===== src/rtl/div_pkg.sv =====
// rtl/div_pkg.sv - shared state encoding and port IDs for the divider arbiter
package div_pkg;

  typedef enum logic [1:0] {
    DIV_IDLE  = 2'd0,
    DIV_CALC  = 2'd1,
    DIV_FIXUP = 2'd2,
    DIV_RESP  = 2'd3
  } div_state_e;

  localparam logic DIV_PORT_CPU = 1'b0;
  localparam logic DIV_PORT_GTE = 1'b1;

endpackage


===== src/rtl/div_core.sv =====
// rtl/div_core.sv - unsigned restoring divider, one quotient bit per step
module div_core #(
  parameter int WIDTH = 32
) (
  input  logic             clock,
  input  logic             reset_n,
  input  logic             load,
  input  logic             step,
  input  logic [WIDTH-1:0] dividend,
  input  logic [WIDTH-1:0] divisor,
  output logic [WIDTH-1:0] quotient,
  output logic [WIDTH-1:0] remainder
);

  logic [WIDTH-1:0] rem_q, rem_d;
  logic [WIDTH-1:0] quo_q, quo_d;
  logic [WIDTH-1:0] dvs_q, dvs_d;
  logic [WIDTH:0]   shifted;
  logic [WIDTH:0]   diff;

  // quo_q starts as the dividend and shifts out its MSB into the partial
  // remainder while quotient bits shift in from the bottom
  always_comb begin
    rem_d   = rem_q;
    quo_d   = quo_q;
    dvs_d   = dvs_q;
    shifted = {rem_q, quo_q[WIDTH-1]};
    diff    = shifted - {1'b0, dvs_q};
    if (load) begin
      rem_d = '0;
      quo_d = dividend;
      dvs_d = divisor;
    end else if (step) begin
      rem_d = diff[WIDTH] ? shifted[WIDTH-1:0] : diff[WIDTH-1:0];
      quo_d = {quo_q[WIDTH-2:0], ~diff[WIDTH]};
    end
  end

  always_ff @(posedge clock or negedge reset_n) begin
    if (!reset_n) begin
      rem_q <= '0;
      quo_q <= '0;
      dvs_q <= '0;
    end else begin
      rem_q <= rem_d;
      quo_q <= quo_d;
      dvs_q <= dvs_d;
    end
  end

  assign quotient  = quo_q;
  assign remainder = rem_q;

endmodule


===== src/rtl/div_arbiter.sv =====
// rtl/div_arbiter.sv - two-port arbiter, sign handling and FSM around div_core
module div_arbiter
  import div_pkg::*;
#(
  parameter int WIDTH = 32,
  parameter int CNT_W = 6
) (
  input  logic             clock,
  input  logic             reset_n,
  input  logic             req0_valid,
  output logic             req0_ready,
  input  logic             req0_signed,
  input  logic [WIDTH-1:0] req0_dividend,
  input  logic [WIDTH-1:0] req0_divisor,
  input  logic             req0_abort,
  output logic             rsp0_valid,
  input  logic             req1_valid,
  output logic             req1_ready,
  input  logic             req1_signed,
  input  logic [WIDTH-1:0] req1_dividend,
  input  logic [WIDTH-1:0] req1_divisor,
  output logic             rsp1_valid,
  output logic [WIDTH-1:0] rsp_quotient,
  output logic [WIDTH-1:0] rsp_remainder,
  output logic             rsp_div0,
  output logic             busy
);

  div_state_e       state_q, state_d;
  logic             last_grant_q, last_grant_d;
  logic             owner_q, owner_d;
  logic             sgn_q, sgn_d;
  logic             dvd_neg_q, dvd_neg_d;
  logic             dvs_neg_q, dvs_neg_d;
  logic [CNT_W-1:0] cnt_q, cnt_d;
  logic [WIDTH-1:0] quot_q, quot_d;
  logic [WIDTH-1:0] rem_q, rem_d;
  logic             div0_q, div0_d;

  logic             v0, v1, grant, accept;
  logic             sel_signed, sel_dvd_neg, sel_dvs_neg;
  logic [WIDTH-1:0] sel_dvd, sel_dvs, dvd_mag, dvs_mag;
  logic             core_load, core_step;
  logic [WIDTH-1:0] core_quot, core_rem;

  // A flushing port 0 never competes, so port 1 can win the same cycle
  always_comb begin
    v0          = req0_valid && !req0_abort;
    v1          = req1_valid;
    grant       = DIV_PORT_CPU;
    if (v0 && v1)  grant = ~last_grant_q;
    else if (v1)   grant = DIV_PORT_GTE;
    accept      = (state_q == DIV_IDLE) && (v0 || v1);
    req0_ready  = accept && (grant == DIV_PORT_CPU);
    req1_ready  = accept && (grant == DIV_PORT_GTE);
    sel_signed  = grant ? req1_signed   : req0_signed;
    sel_dvd     = grant ? req1_dividend : req0_dividend;
    sel_dvs     = grant ? req1_divisor  : req0_divisor;
    sel_dvd_neg = sel_signed && sel_dvd[WIDTH-1];
    sel_dvs_neg = sel_signed && sel_dvs[WIDTH-1];
    dvd_mag     = sel_dvd_neg ? -sel_dvd : sel_dvd;
    dvs_mag     = sel_dvs_neg ? -sel_dvs : sel_dvs;
  end

  always_comb begin
    state_d      = state_q;
    last_grant_d = last_grant_q;
    owner_d      = owner_q;
    sgn_d        = sgn_q;
    dvd_neg_d    = dvd_neg_q;
    dvs_neg_d    = dvs_neg_q;
    cnt_d        = cnt_q;
    quot_d       = quot_q;
    rem_d        = rem_q;
    div0_d       = div0_q;
    core_load    = 1'b0;
    core_step    = 1'b0;
    case (state_q)
      DIV_IDLE: begin
        if (accept) begin
          owner_d      = grant;
          last_grant_d = grant;
          sgn_d        = sel_signed;
          dvd_neg_d    = sel_dvd_neg;
          dvs_neg_d    = sel_dvs_neg;
          cnt_d        = '0;
          if (sel_dvs == '0) begin
            quot_d  = '1;
            rem_d   = sel_dvd;
            div0_d  = 1'b1;
            state_d = DIV_RESP;
          end else begin
            div0_d    = 1'b0;
            core_load = 1'b1;
            state_d   = DIV_CALC;
          end
        end
      end
      DIV_CALC: begin
        core_step = 1'b1;
        if (cnt_q == CNT_W'(WIDTH - 1)) state_d = DIV_FIXUP;
        else                            cnt_d   = cnt_q + 1'b1;
      end
      DIV_FIXUP: begin
        quot_d  = (sgn_q && (dvd_neg_q != dvs_neg_q)) ? -core_quot : core_quot;
        rem_d   = (sgn_q && dvd_neg_q) ? -core_rem : core_rem;
        state_d = DIV_RESP;
      end
      DIV_RESP: state_d = DIV_IDLE;
      default:  state_d = DIV_IDLE;
    endcase
    if ((state_q != DIV_IDLE) && req0_abort && (owner_q == DIV_PORT_CPU))
      state_d = DIV_IDLE;
  end

  always_ff @(posedge clock or negedge reset_n) begin
    if (!reset_n) begin
      state_q      <= DIV_IDLE;
      last_grant_q <= DIV_PORT_GTE;
      owner_q      <= DIV_PORT_CPU;
      sgn_q        <= 1'b0;
      dvd_neg_q    <= 1'b0;
      dvs_neg_q    <= 1'b0;
      cnt_q        <= '0;
      quot_q       <= '0;
      rem_q        <= '0;
      div0_q       <= 1'b0;
    end else begin
      state_q      <= state_d;
      last_grant_q <= last_grant_d;
      owner_q      <= owner_d;
      sgn_q        <= sgn_d;
      dvd_neg_q    <= dvd_neg_d;
      dvs_neg_q    <= dvs_neg_d;
      cnt_q        <= cnt_d;
      quot_q       <= quot_d;
      rem_q        <= rem_d;
      div0_q       <= div0_d;
    end
  end

  div_core #(.WIDTH(WIDTH)) u_core (
    .clock     (clock),
    .reset_n   (reset_n),
    .load      (core_load),
    .step      (core_step),
    .dividend  (dvd_mag),
    .divisor   (dvs_mag),
    .quotient  (core_quot),
    .remainder (core_rem)
  );

  assign rsp0_valid    = (state_q == DIV_RESP) && (owner_q == DIV_PORT_CPU) && !req0_abort;
  assign rsp1_valid    = (state_q == DIV_RESP) && (owner_q == DIV_PORT_GTE);
  assign rsp_quotient  = quot_q;
  assign rsp_remainder = rem_q;
  assign rsp_div0      = div0_q;
  assign busy          = (state_q != DIV_IDLE);

endmodule


===== config.mk =====
export PLATFORM = sky130hd
export DESIGN_NAME = div_arbiter
export DESIGN_NICKNAME = d
export VERILOG_FILES = /design/src/rtl/div_pkg.sv /design/src/rtl/div_core.sv /design/src/rtl/div_arbiter.sv
export SDC_FILE = /design/constraint.sdc
export NUM_CORES = 1
export LEC_CHECK = 0
export BUFFER_PORTS_ARGS = -buffer_cell sky130_fd_sc_hd__buf_2
export CORE_MARGIN = 2
export CORE_UTILIZATION = 35
export CTS_BUF_LIST = sky130_fd_sc_hd__clkbuf_2
export DETAILED_ROUTE_END_ITERATION = 8
export HOLD_SLACK_MARGIN = 0.15
export PLACE_DENSITY = 0.56
export RECOVER_POWER = 50
export SYNTH_ARGS = -nofsm -noshare
export SYNTH_HDL_FRONTEND = slang
export SYNTH_HIERARCHICAL = 1
export SYNTH_SLANG_ARGS = --single-unit

===== constraint.sdc =====
create_clock -name clock -period 9.6 [get_ports clock]
set_input_delay 0.48 -clock clock [delete_from_list [all_inputs] [get_ports clock]]
set_output_delay 0.48 -clock clock [all_outputs]
set_load 0.05 [all_outputs]

==> summary.md <==
| Metric | Value |
|---|---|
| Status | `finished with violations` |
| Failing checks | `capacitance limit, slew limit` |
| Port Buf Inserts | `204` |
| Critical Path Fanout Max | `96` |
| Syn Inst Count | `1655` |
| WL met2 | `24100 um` |
| Initial antenna violation count | `2` |
| Die Width | `205 um` |
| Crit start category | `register` |
| Slowest-stage cell, CP | `dfstp_2` |
| DRT iter0 DRCs | `1040` |
| GPL Wtd Cong | `0.918` |
| # Post-CTS Setup Buffers | `0` |
| Static Leakage | `7.14 nW` |
| Layout Skew | `0.0866 ns` |
| Finished Cell Area | `17100 um^2` |
| Fmax achieved | `189 MHz` |
| Top-Level Pins | `205` |
| Die Ht | `205 um` |
| Hold Fails Final Rpt | `0` |
| Slowest stage delay, CP | `0.61 ns` |
| Most common flop cell mapped by yosys | `dfrtp_1` |
| Post-Route WL | `50800 um` |
| CP startpoint | `last_grant_q` |
| Worst-path clk slew | `0.28 ns` |
| Initial Util | `0.355` |
| Root buffer cell | `clkbuf_2` |
| Tcrit/Tclk final | `0.552` |
| FF-to-FF Start | `last_grant_q` |
| # rows | `73` |
| Pwr/cell area | `358 nW/um^2` |
| Slew at the pin with the worst max-slew slack | `3.82 ns` |
| Worst path required time | `10.39 ns` |
| Sink Count | `174` |
| Slew Viols, Final | `215` |
| CP cell instances | `and3b_1, nor2_2, buf_4, nand2_1, nand2_1, inv_1, ha_1, or4b_1, or4_4, o32a_4, nor3_1, nor2_4, buf_4, buf_4, nand2b_1, nor2_1, o21ai_0, o32ai_1` |
| Vias in the first global route | `13700` |
| CP Class | `reg2reg` |
| Dominant cell type by area after synthesis | `dfrtp_1` |
| Post-DR wirelength/cell | `20.5 um` |
| Power, Total | `6.12 mW` |
| Global-route wire length before repair | `78100 um` |
| TritonRoute pass-1 iters | `5` |
| H-tree depth | `4` |
| CP Capture Type | `register` |
| Area share of the largest cell type after synthesis | `0.307` |
| Vias | `14000` |
| Cell Area, Synth | `14100 um^2` |
| YS warnings | `6` |
| Area after DPL | `15600 um^2` |
| EDFF count, synth | `0` |
| Max-cap violations | `4` |
| Worst min-delay path startpoint | `req0_divisor[16]` |
| Worst IR Drop VDD | `0.169 mV` |
| Rel. slew slack | `-1.55` |
| Max clock buf depth | `2` |
| Fraction of layout cells with a size suffix above 1 | `0.148` |
| Register bit total from synthesis | `174` |
| Total CTS buffers | `17` |
| RSZ-0062 raised after global routing | `false` |
| Average instance area after synthesis | `8.53 um^2` |
| Post-DP HPWL | `37900 um` |
| Synth async-reset ratio | `1.00` |
| Clock latency on the worst-skew pair | `0.89 ns` |
| Register area share after synthesis | `0.308` |
| Grt ovf | `0` |
| Setup TNS | `0 ns` |
| Area delta synth->final | `21.2%` |
| Fin nets | `2116` |
| Hold/Removal Path Class | `in2reg` |
| Met3 WL post-DR | `2520 um` |
| Top cells by area, synth | `dfrtp_1 (31%), mux2i_1 (10%), xnor2_1 (5.8%), o21ai_0 (4.4%), nand2_1 (3.6%)` |
| Final setup fails | `0` |
| CP dominant cell by count | `buf_4` |
| Vias per cell | `5.67` |
| Antenna Nets Post-Route | `0` |
| TritonCTS clock tree | `yes` |
| WL met1 | `21400 um` |
| Min Clock Period, post-route | `5.30 ns` |
| Syn_nets | `1832` |
| Total track usage | `0.241` |
| Core area | `39700 um^2` |
| Drc violations | `0` |
| Uppermost layer routed | `met4` |
| Critical Path AT | `6.09 ns` |
| Largest net degree at the start of global routing | `97` |
| Die area | `42000 um^2` |
| Yosys cell types | `83` |
## sequential cells by signal, summed over array words and instances, names as in the netlist
name              cells
last_grant_q          1
rsp_div0              1
dvs_neg_q             1
sgn_q                 1
owner_q               1
u_core/dvs_q         32
state_q               2
cnt_q                 6
dvd_neg_q             1
u_core/remainder     32
rsp_quotient         32
u_core/quotient      32
rsp_remainder        32
## power breakdown
| group | switching, mW | internal (mW) | total, mW | leakage, nW |
|---|---|---|---|---|
| Sequential | 0.416 | 1.09 | 1.50 | 2.09 |
| Combinational | 2.60 | 1.60 | 4.20 | 4.90 |
| Clock | 0.293 | 0.126 | 0.419 | 0.148 |
## layout make-up
class                           instances  area [um^2]
Inverter                               65          244
Sequential cell                       174         4360
Fill cell                            3973        22600
Clock inverter                         14          158
Tap cell                              525          657
Timing Repair Buffer                  358         2460
Multi-Input combinational cell       1323         9150
Clock buffer                           18         90.1
Antenna cell                            1         2.50
## critical path: cells and delay by family (launching register included)
kind / cells / cell delay [ns]
AO/OA/AOI/OAI: 3 / 0.62
buffers and inverters: 4 / 1.12
AND/OR/NAND/NOR: 10 / 2.67
adder cells (fa/ha/maj): 1 / 0.19
flip-flops: 1 / 0.61
## routing by layer
layer | global-route usage | vias up
met1 | 0.305 | 6805
met4 | 0.128 | 0
met5 | 0 | -
met3 | 0.0302 | 124
li1 | - | 6613
met2 | 0.399 | 503
## per-stage QoR
step,setup slack (ns),std cells,hold slack (ns),util
2_1_floorplan,4.99,1655,0.184,-
3_3_place_gp,4.33,2307,0.482,0.392
3_5_place_dp,4.24,2307,0.486,0.392
4_1_cts,4.35,2474,0.151,0.432
5_1_grt,3.93,2478,0.156,0.431
6_report,4.30,2478,0.239,0.431
## layout by cell type, fill, tap and decap left out, drive strengths merged, types with 9 or more instances in the layout
cell type / n
o22ai: 15
or2: 10
clkbuf: 56
and2: 10
nor3: 50
xnor2: 93
or3: 19
o21a: 11
mux2: 40
nand4: 15
nand3: 21
a211oi: 33
and3: 14
o211ai: 10
mux2i: 146
dfrtp: 173
a31oi: 35
or4: 29
inv: 70
nand2b: 20
nor4: 27
xor2: 57
o21ai: 126
a41oi: 14
dlygate4sd3: 137
nand2: 139
ha: 41
nor2b: 9
o31ai: 17
a21oi: 91
nor2: 134
buf: 183
a2bb2oi: 18
## final timing paths
path | end | slack, ns | cells after the start
worst max-delay path | u_core/remainder[2] | 4.30 | 18
worst min register to register | rsp_quotient[30] | 0.54 | 2
worst min-delay path | u_core/dvs_q[16] | 0.24 | 5
worst max register to register | u_core/remainder[2] | 4.30 | 18
max in group asynchronous | rsp_quotient[17] | 4.91 | 4
min in group asynchronous | last_grant_q | 1.03 | 3
## cells in the mapped netlist, types with 41 or more instances
master    count
dfrtp_1     173
mux2i_1     146
nand2_1     137
nor2_1      134
o21ai_0     125
xnor2_1      93
a21oi_1      90
clkbuf_1     66
inv_1        65
xor2_1       56
nor3_1       49
ha_1         41
## what timing repair did
item	CTS	global route
hold buffers	135	3
endpoints found under the hold margin	136	2
gates resized for setup	0	0
## cells by family after synthesis
family / after synthesis / share of synthesized area
fa+ha+maj: 42 / 0.0377
xor+xnor: 150 / 0.0944
mux: 186 / 0.135
flops: 174 / 0.308
buf+inv: 158 / 0.0461
compound gates: 428 / 0.194
simple gates: 517 / 0.184
Power figures use the tool's default switching activity.
